`src/rtl/text_fetch_pkg.sv`:
```
// Shared types, constants and address helpers for the character-mode fetch engine.
package text_fetch_pkg;

   typedef enum logic [1:0] {
      IDLE,
      CODE,
      FONT,
      FLUSH
   } state_e;

   localparam int          C_COLS         = 32;
   localparam logic [15:0] C_TEXT_BASE    = 16'h6000;
   localparam logic [15:0] C_FONT_BASE    = 16'h5800;

   // Text page is 32 bytes per character row; the upper 5 line bits pick the row.
   function automatic logic [15:0] code_addr(input logic [15:0] base,
                                             input logic [4:0]  row_grp,
                                             input logic [4:0]  col);
      return base + {6'd0, row_grp, col};
   endfunction

   function automatic logic [15:0] font_addr(input logic [15:0] base,
                                             input logic [7:0]  code,
                                             input logic [2:0]  glyph_row);
      return base + {5'd0, code, glyph_row};
   endfunction

endpackage

```
`src/rtl/text_linebuf.sv`:
```
// Ping-pong line buffer: two 32-byte halves, synchronous write, asynchronous read.
module text_linebuf (
   input  logic       clock,
   input  logic       wr_en,
   input  logic [5:0] wr_addr,
   input  logic [7:0] wr_data,
   input  logic [5:0] rd_addr,
   output logic [7:0] rd_data
);

   // Contents are deliberately left uninitialised; a reset does not clear the picture.
   logic [7:0] mem_q [64];

   always_ff @(posedge clock) begin
      if (wr_en) begin
         mem_q[wr_addr] <= wr_data;
      end
   end

   assign rd_data = mem_q[rd_addr];

endmodule

```
`src/rtl/text_fetch.sv`:
```
// Per-scanline fetch of 32 character codes and their font rows into a
// ping-pong buffer, plus the 1-bit pixel output for the display half.
module text_fetch
   import text_fetch_pkg::*;
#(
   parameter logic [15:0] P_text_base = C_TEXT_BASE,
   parameter logic [15:0] P_font_base = C_FONT_BASE
) (
   input  logic        I_clock,
   input  logic        I_reset,
   input  logic        I_line_start,
   input  logic [7:0]  I_line_num,
   input  logic [7:0]  I_pix_x,
   output logic        O_pixel,
   output logic [15:0] O_mem_addr,
   output logic        O_mem_rden,
   input  logic [7:0]  I_mem_data,
   output logic        O_busy,
   output logic        O_done,
   output logic        O_overrun
);

   state_e      state_q, state_d;
   logic [4:0]  col_q, col_d;
   logic        sel_q, sel_d;
   logic [7:0]  line_q, line_d;
   logic        rden_q, rden_d;
   logic        done_q, done_d;
   logic        overrun_q, overrun_d;
   logic        pixel_q, pixel_d;

   logic        busy;
   logic        wr_en;
   logic [4:0]  wr_col;
   logic [7:0]  rd_byte;
   logic [15:0] mem_addr;

   assign busy = (state_q != IDLE);

   // Next-state logic. A start pulse always wins; it drops a pending CODE write
   // but lets the final FLUSH write land so the abandoned half ends cleanly.
   always_comb begin
      state_d   = state_q;
      col_d     = col_q;
      sel_d     = sel_q;
      line_d    = line_q;
      done_d    = 1'b0;
      overrun_d = 1'b0;
      wr_en     = 1'b0;
      wr_col    = col_q - 5'd1;

      case (state_q)
         CODE: begin
            wr_en   = (col_q != 5'd0);
            state_d = FONT;
         end
         FONT: begin
            if (col_q == 5'(C_COLS - 1)) begin
               state_d = FLUSH;
            end else begin
               col_d   = col_q + 5'd1;
               state_d = CODE;
            end
         end
         FLUSH: begin
            wr_en   = 1'b1;
            wr_col  = 5'(C_COLS - 1);
            state_d = IDLE;
            done_d  = 1'b1;
         end
         default: ;
      endcase

      if (I_line_start) begin
         if (state_q == CODE) begin
            wr_en = 1'b0;
         end
         overrun_d = busy;
         done_d    = 1'b0;
         sel_d     = ~sel_q;
         line_d    = I_line_num;
         col_d     = 5'd0;
         state_d   = CODE;
      end

      if (I_reset) begin
         wr_en = 1'b0;
      end

      rden_d  = (state_d == CODE) || (state_d == FONT);
      pixel_d = rd_byte[3'd7 - I_pix_x[2:0]];
   end

   // The font address depends on the code byte arriving this cycle, so the
   // address is decoded from the registered state rather than registered itself.
   always_comb begin
      mem_addr = 16'h0000;
      case (state_q)
         CODE:    mem_addr = code_addr(P_text_base, line_q[7:3], col_q);
         FONT:    mem_addr = font_addr(P_font_base, I_mem_data, line_q[2:0]);
         default: ;
      endcase
   end

   always_ff @(posedge I_clock) begin
      if (I_reset) begin
         state_q   <= IDLE;
         col_q     <= 5'd0;
         sel_q     <= 1'b0;
         line_q    <= 8'd0;
         rden_q    <= 1'b0;
         done_q    <= 1'b0;
         overrun_q <= 1'b0;
         pixel_q   <= 1'b0;
      end else begin
         state_q   <= state_d;
         col_q     <= col_d;
         sel_q     <= sel_d;
         line_q    <= line_d;
         rden_q    <= rden_d;
         done_q    <= done_d;
         overrun_q <= overrun_d;
         pixel_q   <= pixel_d;
      end
   end

   text_linebuf u_linebuf (
      .clock   (I_clock),
      .wr_en   (wr_en),
      .wr_addr ({~sel_q, wr_col}),
      .wr_data (I_mem_data),
      .rd_addr ({sel_q, I_pix_x[7:3]}),
      .rd_data (rd_byte)
   );

   assign O_pixel    = pixel_q;
   assign O_mem_addr = mem_addr;
   assign O_mem_rden = rden_q;
   assign O_busy     = busy;
   assign O_done     = done_q;
   assign O_overrun  = overrun_q;

endmodule

```
`config.mk`:
```
export PLATFORM = sky130hd
export DESIGN_NAME = text_fetch
export DESIGN_NICKNAME = d
export VERILOG_FILES = /design/src/rtl/text_fetch_pkg.sv /design/src/rtl/text_linebuf.sv /design/src/rtl/text_fetch.sv
export SDC_FILE = /design/constraint.sdc
export NUM_CORES = 1
export LEC_CHECK = 0
export BUFFER_PORTS_ARGS = -buffer_cell sky130_fd_sc_hd__buf_4
export CELL_PAD_IN_SITES_DETAIL_PLACEMENT = 1
export CELL_PAD_IN_SITES_GLOBAL_PLACEMENT = 2
export CORE_MARGIN = 2
export CORE_UTILIZATION = 45
export DETAILED_ROUTE_END_ITERATION = 10
export HOLD_SLACK_MARGIN = 0.05
export PLACE_DENSITY = 0.73
export SYNTH_ARGS = -nofsm -noshare
export SYNTH_HDL_FRONTEND = slang
export SYNTH_SLANG_ARGS = --single-unit
```
`constraint.sdc`:
```
create_clock -name I_clock -period 5.83 [get_ports I_clock]
set_input_delay 0.8745 -clock I_clock [delete_from_list [all_inputs] [get_ports I_clock]]
set_output_delay 0.8745 -clock I_clock [all_outputs]
set_load 0.01 [all_outputs]
```
==> impl_metrics.yaml, run 1 <==
status:
  status: "complete, no violations"
die:
  start_util_pct: 45.7
  die_area_sq_um: 49300
  coreArea_sq_um: 46800
  fp.dieH_um: 222
  dieWidth_um: 222
  io_pins: 48
  rows: 79
logic_synthesis:
  synth-main-ff-cell: "edfxtp_1"
  async_flop_share_pct: 0
  synth_edf_count: 512
  synthXorXnorAreaFrac_pct: 0.328
  synth_compound_area_share_pct: 3.68
  netlist_instances: 1149
  synth_fa_ha_area_share_pct: 0.526
  synth-simple-area-share_pct: 5.42
  ys_seq_elements: 532
  synth_warnings: 0
  syn_area_sq_um: 21400
  ys_types: 57
  seq_area_frac_synth_pct: 73.8
  synthMuxAreaShare_pct: 13.9
  avgSynthCellArea_sq_um: 18.6
  syn-num-nets: 1185
  synth_top_family_by_area: "multiplexers"
final_layout:
  fin_nets: 1236
  final_common_cell: "edfxtp_1"
  area_delta_synth_final_pct: 11.2
  final_cell_mix: "edfxtp_1 (512), nor2_1 (104), mux4_2 (94)"
  drive_gt1_share_pct: 18.9
  instances_no_fill: 1846
  antennaDiodeCount: 0
critical_path:
  slowest_delay_ns: 0.90
  path_cells: "inv_1, ha_1, o31ai_1, or3_1, a21oi_1, nand2_1, nor2_1"
  end_kind: "flip-flop"
  critPathArrivalTime_ns: 3.71
  path_class: "flip-flop to flip-flop"
  worstSetupStartpointType: "flip-flop"
  cpMaxStageDelayCell: "nor2_1"
  crit_path_max_fanout: 11
  critPathRequiredTime_ns: 6.06
clock_network:
  cts_resized: 0
  ctsRootBufferMaster: "clkbuf_16"
  clk_path_buf_depth: 3
  cts_tree: "yes"
  clk_latency_ns: 0.61
  h-tree-depth: 2
  ctsHoldBuffers: 0
  clkSinkCount: 532
  clk_pin_slew_ns: 0.06
  postCtsSetupBuffers: 0
  cts_made_buffers: 54
pwr:
  power_density_nw_per_um2: 333
  peakVddDrop_mv: 0.231
  p_clk_share_pct: 41.9
  cell_internal_pwr_w: 0.00623
  comb_power_share_pct: 5.0
  switching_share_pct: 21.4
  netSwitchingPower_w: 0.00169
  p_leak_nw: 7.56
  power_frac_seq_pct: 53.1
sta:
  timing.final.crit_share_pct: 59.8
  tns_ns: 0
  maxSlewViolCount: 0
  worstMarginPinSlew_ns: 1.02
  setup_violations: 0
  fin_crit_ns: 3.49
  skew_ns: 0.0233
  slew_headroom_pct: 31.7
  grt_setup_unrepaired: "false"
  clock.fmax_ghz: 0.287
  fin_ws_ns: 2.34
  finalHoldViolCount: 0
route:
  wirelength_mm: 53.8
  drt_iter0_drc: 866
  viasPerCell: 5.90
  via_count: 10900
  ant_nets: 0
  wl_per_cell_um: 29.1
  dr.pass1.iters: 5
  drc_errors: 0
global_routing:
  antenna_found_initial: 2
  grt_pass1_vias: 11600
  grt_max_degree: 66
  grt_pass1_wl_mm: 79.7
  grt_overflow: 0
  grtUsageTotal_pct: 22.3
placed_design:
  portBuffers: 46
  dp.final_hpwl_mm: 34.2
  pre_cts_slack_ns: 2.00
  place_congestion: 0.854
  dp.cells: 1751
job:
  cap_violations: 0
worst_hold_path:
  min_path_type: "flip-flop to flip-flop"
final timing paths:
check | from | endpoint | slack [ns] | depth (start not counted)
max | state_q[1]$_SDFF_PP0_ | u_linebuf.mem_q[7][6]$_DFFE_PP_ | 2.34 | 7
min | line_q[1]$_SDFFE_PP0P_ | line_q[1]$_SDFFE_PP0P_ | 0.50 | 2
max reg2reg | state_q[1]$_SDFF_PP0_ | u_linebuf.mem_q[7][6]$_DFFE_PP_ | 2.34 | 7
min reg2reg | line_q[1]$_SDFFE_PP0P_ | line_q[1]$_SDFFE_PP0P_ | 0.50 | 2
worst max-delay path: cells and delay by family, from the launching register on:
kind | cells | cell delay [ns]
fa+ha+maj | 1 | 0.46
flops | 1 | 0.35
buf+inv | 1 | 0.14
simple gates | 3 | 1.66
compound gates | 2 | 0.48
power groups by stage:
stage | sequential [W] | combinational [W] | clock [W]
detailed placement | 0.00428 | 0.000401 | 0
CTS | 0.00420 | 0.000401 | 0.00337
global placement | 0.00428 | 0.000395 | 0
finish | 0.00420 | 0.000399 | 0.00332
global route | 0.00420 | 0.000426 | 0.00351
floorplan | 0.00428 | 0.000241 | 0
layer usage:
layer  track usage (%)  part of all wire (%)  vias up
met4              6.52                   2.2        2
li1                  -                     -     4739
met2              35.1                    47      330
met3              4.23                   5.5       76
met1              31.9                    45     5742
met5                 0                 0.030        -
kinds of logic after synthesis:
| group | Yosys count |
|---|---|
| multiplexers | 172 |
| flip-flops | 532 |
| other | 1 |
| buffers and inverters | 71 |
| adder cells (fa/ha/maj) | 9 |
| AO/OA/AOI/OAI | 112 |
| AND/OR/NAND/NOR | 244 |
| XOR/XNOR | 8 |
state kept, by name, indices dropped and copies added, names as in the netlist:
register / count
sel_q: 1
u_linebuf.mem_q: 512
O_pixel: 1
O_mem_rden: 1
state_q: 2
col_q: 5
O_overrun: 1
line_q: 8
O_done: 1
cells in the mapped netlist, drive strengths merged (17+ instances only):
master,count,area share (%)
mux2i,72,3.4
nand2,41,0.72
edfxtp,512,72
nor2b,21,0.61
mux4,98,10
a22oi,34,1.2
nor2,104,1.8
dfxtp,20,1.9
a21oi,22,0.55
o22ai,18,0.53
nand3,17,0.40
buf,41,1.9
clkbuf,20,0.36
cell type report:
type	instances	area, sq um
Clock buffer	67	1420
Clock inverter	28	239
Fill cell	4257	23000
Inverter	10	37.5
Multi-Input combinational cell	546	5100
Sequential cell	532	15800
Tap cell	607	759
Timing Repair Buffer	56	455
metrics by stage:
step	instance area [sq um]	hold slack, ns	power, W	util (%)
floorplan	21400	0.461	0.00452	-
global placement	22100	0.474	0.00468	47.3
detailed placement	22100	0.487	0.00469	47.3
CTS	23800	0.478	0.00798	50.9
global route	23800	0.506	0.00814	50.9
finish	23800	0.496	0.00792	50.9
No activity file was read; power rests on OpenSTA's default activity.
==> run 2, diff against run 1 <==
==> constraint.sdc (replaced) <==
create_clock -name I_clock -period 3.5 [get_ports I_clock]
set_input_delay 0.525 -clock I_clock [delete_from_list [all_inputs] [get_ports I_clock]]
set_output_delay 0.525 -clock I_clock [all_outputs]
set_load 0.01 [all_outputs]
==> impl_metrics.yaml, run 2 (synthesis results as in run 1) <==
clock_network:
  cts_tree: "yes"
  ctsRootBufferMaster: "clkbuf_16"
  clk_pin_slew_ns: 0.06
  h-tree-depth: 2
  clk_latency_ns: 0.60
  clkSinkCount: 532
  postCtsSetupBuffers: 0
  ctsHoldBuffers: 0
  clk_path_buf_depth: 3
  cts_resized: 0
  cts_made_buffers: 52
final_layout:
  antennaDiodeCount: 0
  drive_gt1_share_pct: 24.5
  largest_reg_flops: 512
  final_common_cell: "edfxtp_1"
  top_register: "u_linebuf.mem_q"
  final_cell_mix: "edfxtp_1 (512), buf_4 (142), nor2_1 (104)"
  area_delta_synth_final_pct: 14.1
  fin_nets: 1327
  top_regs: "u_linebuf.mem_q x512, line_q x8, col_q x5"
route:
  wl_per_cell_um: 28.6
  ant_nets: 0
  drt_iter0_drc: 958
  wirelength_mm: 55.2
  viasPerCell: 5.93
  dr.pass1.iters: 5
  via_count: 11500
  drc_errors: 0
sta:
  skew_ns: 0.0176
  setup_violations: 0
  fin_crit_ns: 2.92
  finalHoldViolCount: 0
  timing.final.crit_share_pct: 83.4
  maxSlewViolCount: 0
  worstMarginPinSlew_ns: 0.803
  clock.fmax_ghz: 0.343
  slew_headroom_pct: 46.4
  hold_slack_ns: 0.166
  grt_setup_unrepaired: "false"
  tns_ns: 0
global_routing:
  grt.met3_usage_pct: 4.48
  grt_overflow: 0
  grtUsageMet2_pct: 35.2
  grt_max_degree: 66
  grt_pass1_vias: 11900
  antenna_found_initial: 2
  grt_pass1_wl_mm: 81.3
  grt_busiest_layer: "met2"
  use_met1_pct: 32.5
  grtUsageTotal_pct: 22.8
critical_path:
  path_class: "flip-flop to flip-flop"
  crit_path_max_fanout: 8
  end_kind: "flip-flop"
  worstSetupStartpointType: "flip-flop"
  critPathArrivalTime_ns: 3.23
  critPathRequiredTime_ns: 3.81
pwr:
  peakVddDrop_mv: 0.327
  power_density_nw_per_um2: 529
  p_leak_nw: 8.01
placed_design:
  place_congestion: 0.806
  dp.final_hpwl_mm: 35.8
  portBuffers: 46
die:
  io_pins: 48
  dieWidth_um: 222
  fp.dieH_um: 222
  start_util_pct: 45.7
  coreArea_sq_um: 46800
  rows: 79
  die_area_sq_um: 49300
job:
  cap_violations: 0
status:
  status: "complete, no violations"
worst_hold_path:
  min_path_type: "input port to flip-flop"
run 2: changes by cell type in the layout (fill, tap and decap cells not counted):
| cell | delta |
|---|---|
| clkbuf_16 | -2 |
| inv_6 | -1 |
| bufinv_16 | -2 |
| clkinv_1 | +3 |
| clkinvlp_4 | +1 |
| buf_12 | +3 |
| clkbuf_1 | -6 |
| inv_8 | -1 |
| buf_4 | +90 |
| clkinv_2 | +3 |
run 2: final cells by class:
class,instances,area [sq um]
fillers,4292,22400
flip-flops and latches,532,15800
multi-input cells,546,5100
clock buffers,59,1350
repair buffers,149,1190
well taps,607,759
clock inverters,31,193
inverters,10,37.5
run 2: metrics by stage:
stage | instance area, sq um | utilization, % | cells | total power, W | worst slack (ns)
4_1_cts | 24400 | 52.2 | 1934 | 0.0130 | 0.582
5_1_grt | 24400 | 52.2 | 1934 | 0.0133 | 0.189
3_3_place_gp | 22900 | 48.9 | 1844 | 0.00783 | 0.294
2_1_floorplan | 21400 | - | 1149 | 0.00753 | 0.948
6_report | 24400 | 52.2 | 1934 | 0.0129 | 0.583
3_5_place_dp | 22900 | 48.9 | 1844 | 0.00784 | 0.300
run 2: path summary, 6_finish.rpt:
path                     startpoint                         endpoint  slack (ns)  cells past startpoint
min                   I_line_num[7]           line_q[7]$_SDFFE_PP0P_        0.17                      3
max           col_q[0]$_SDFFE_PP0P_  u_linebuf.mem_q[3][2]$_DFFE_PP_        0.58                      9
max reg2reg   col_q[0]$_SDFFE_PP0P_  u_linebuf.mem_q[3][2]$_DFFE_PP_        0.58                      9
min reg2reg  line_q[4]$_SDFFE_PP0P_           line_q[4]$_SDFFE_PP0P_        0.51                      2
run 2: worst max-delay path, cell delays in order, from the launching register on:
cell      delay [ns]
dfxtp_1         0.50
inv_1           0.13
ha_1            0.25
nand2b_1        0.10
o31ai_1         0.11
or3_1           0.33
a21oi_1         0.25
nand3b_1        0.43
nor2_1          0.30
buf_4           0.22
run 2: per-layer routing:
metal  wire length, um  vias up
met2             25400      375
met3              3560       97
met1             24500     6070
met5                25        -
li1                  -     4918
met4              1720        4
run 2: report_power, final:
part / internal [W] / switching [W] / total, W
clock network: 0.00289 / 0.00233 / 0.00521
logic: 0.000253 / 0.000456 / 0.000709
registers: 0.00698 / 0.00000867 / 0.00699
total: 0.0101 / 0.00279 / 0.0129
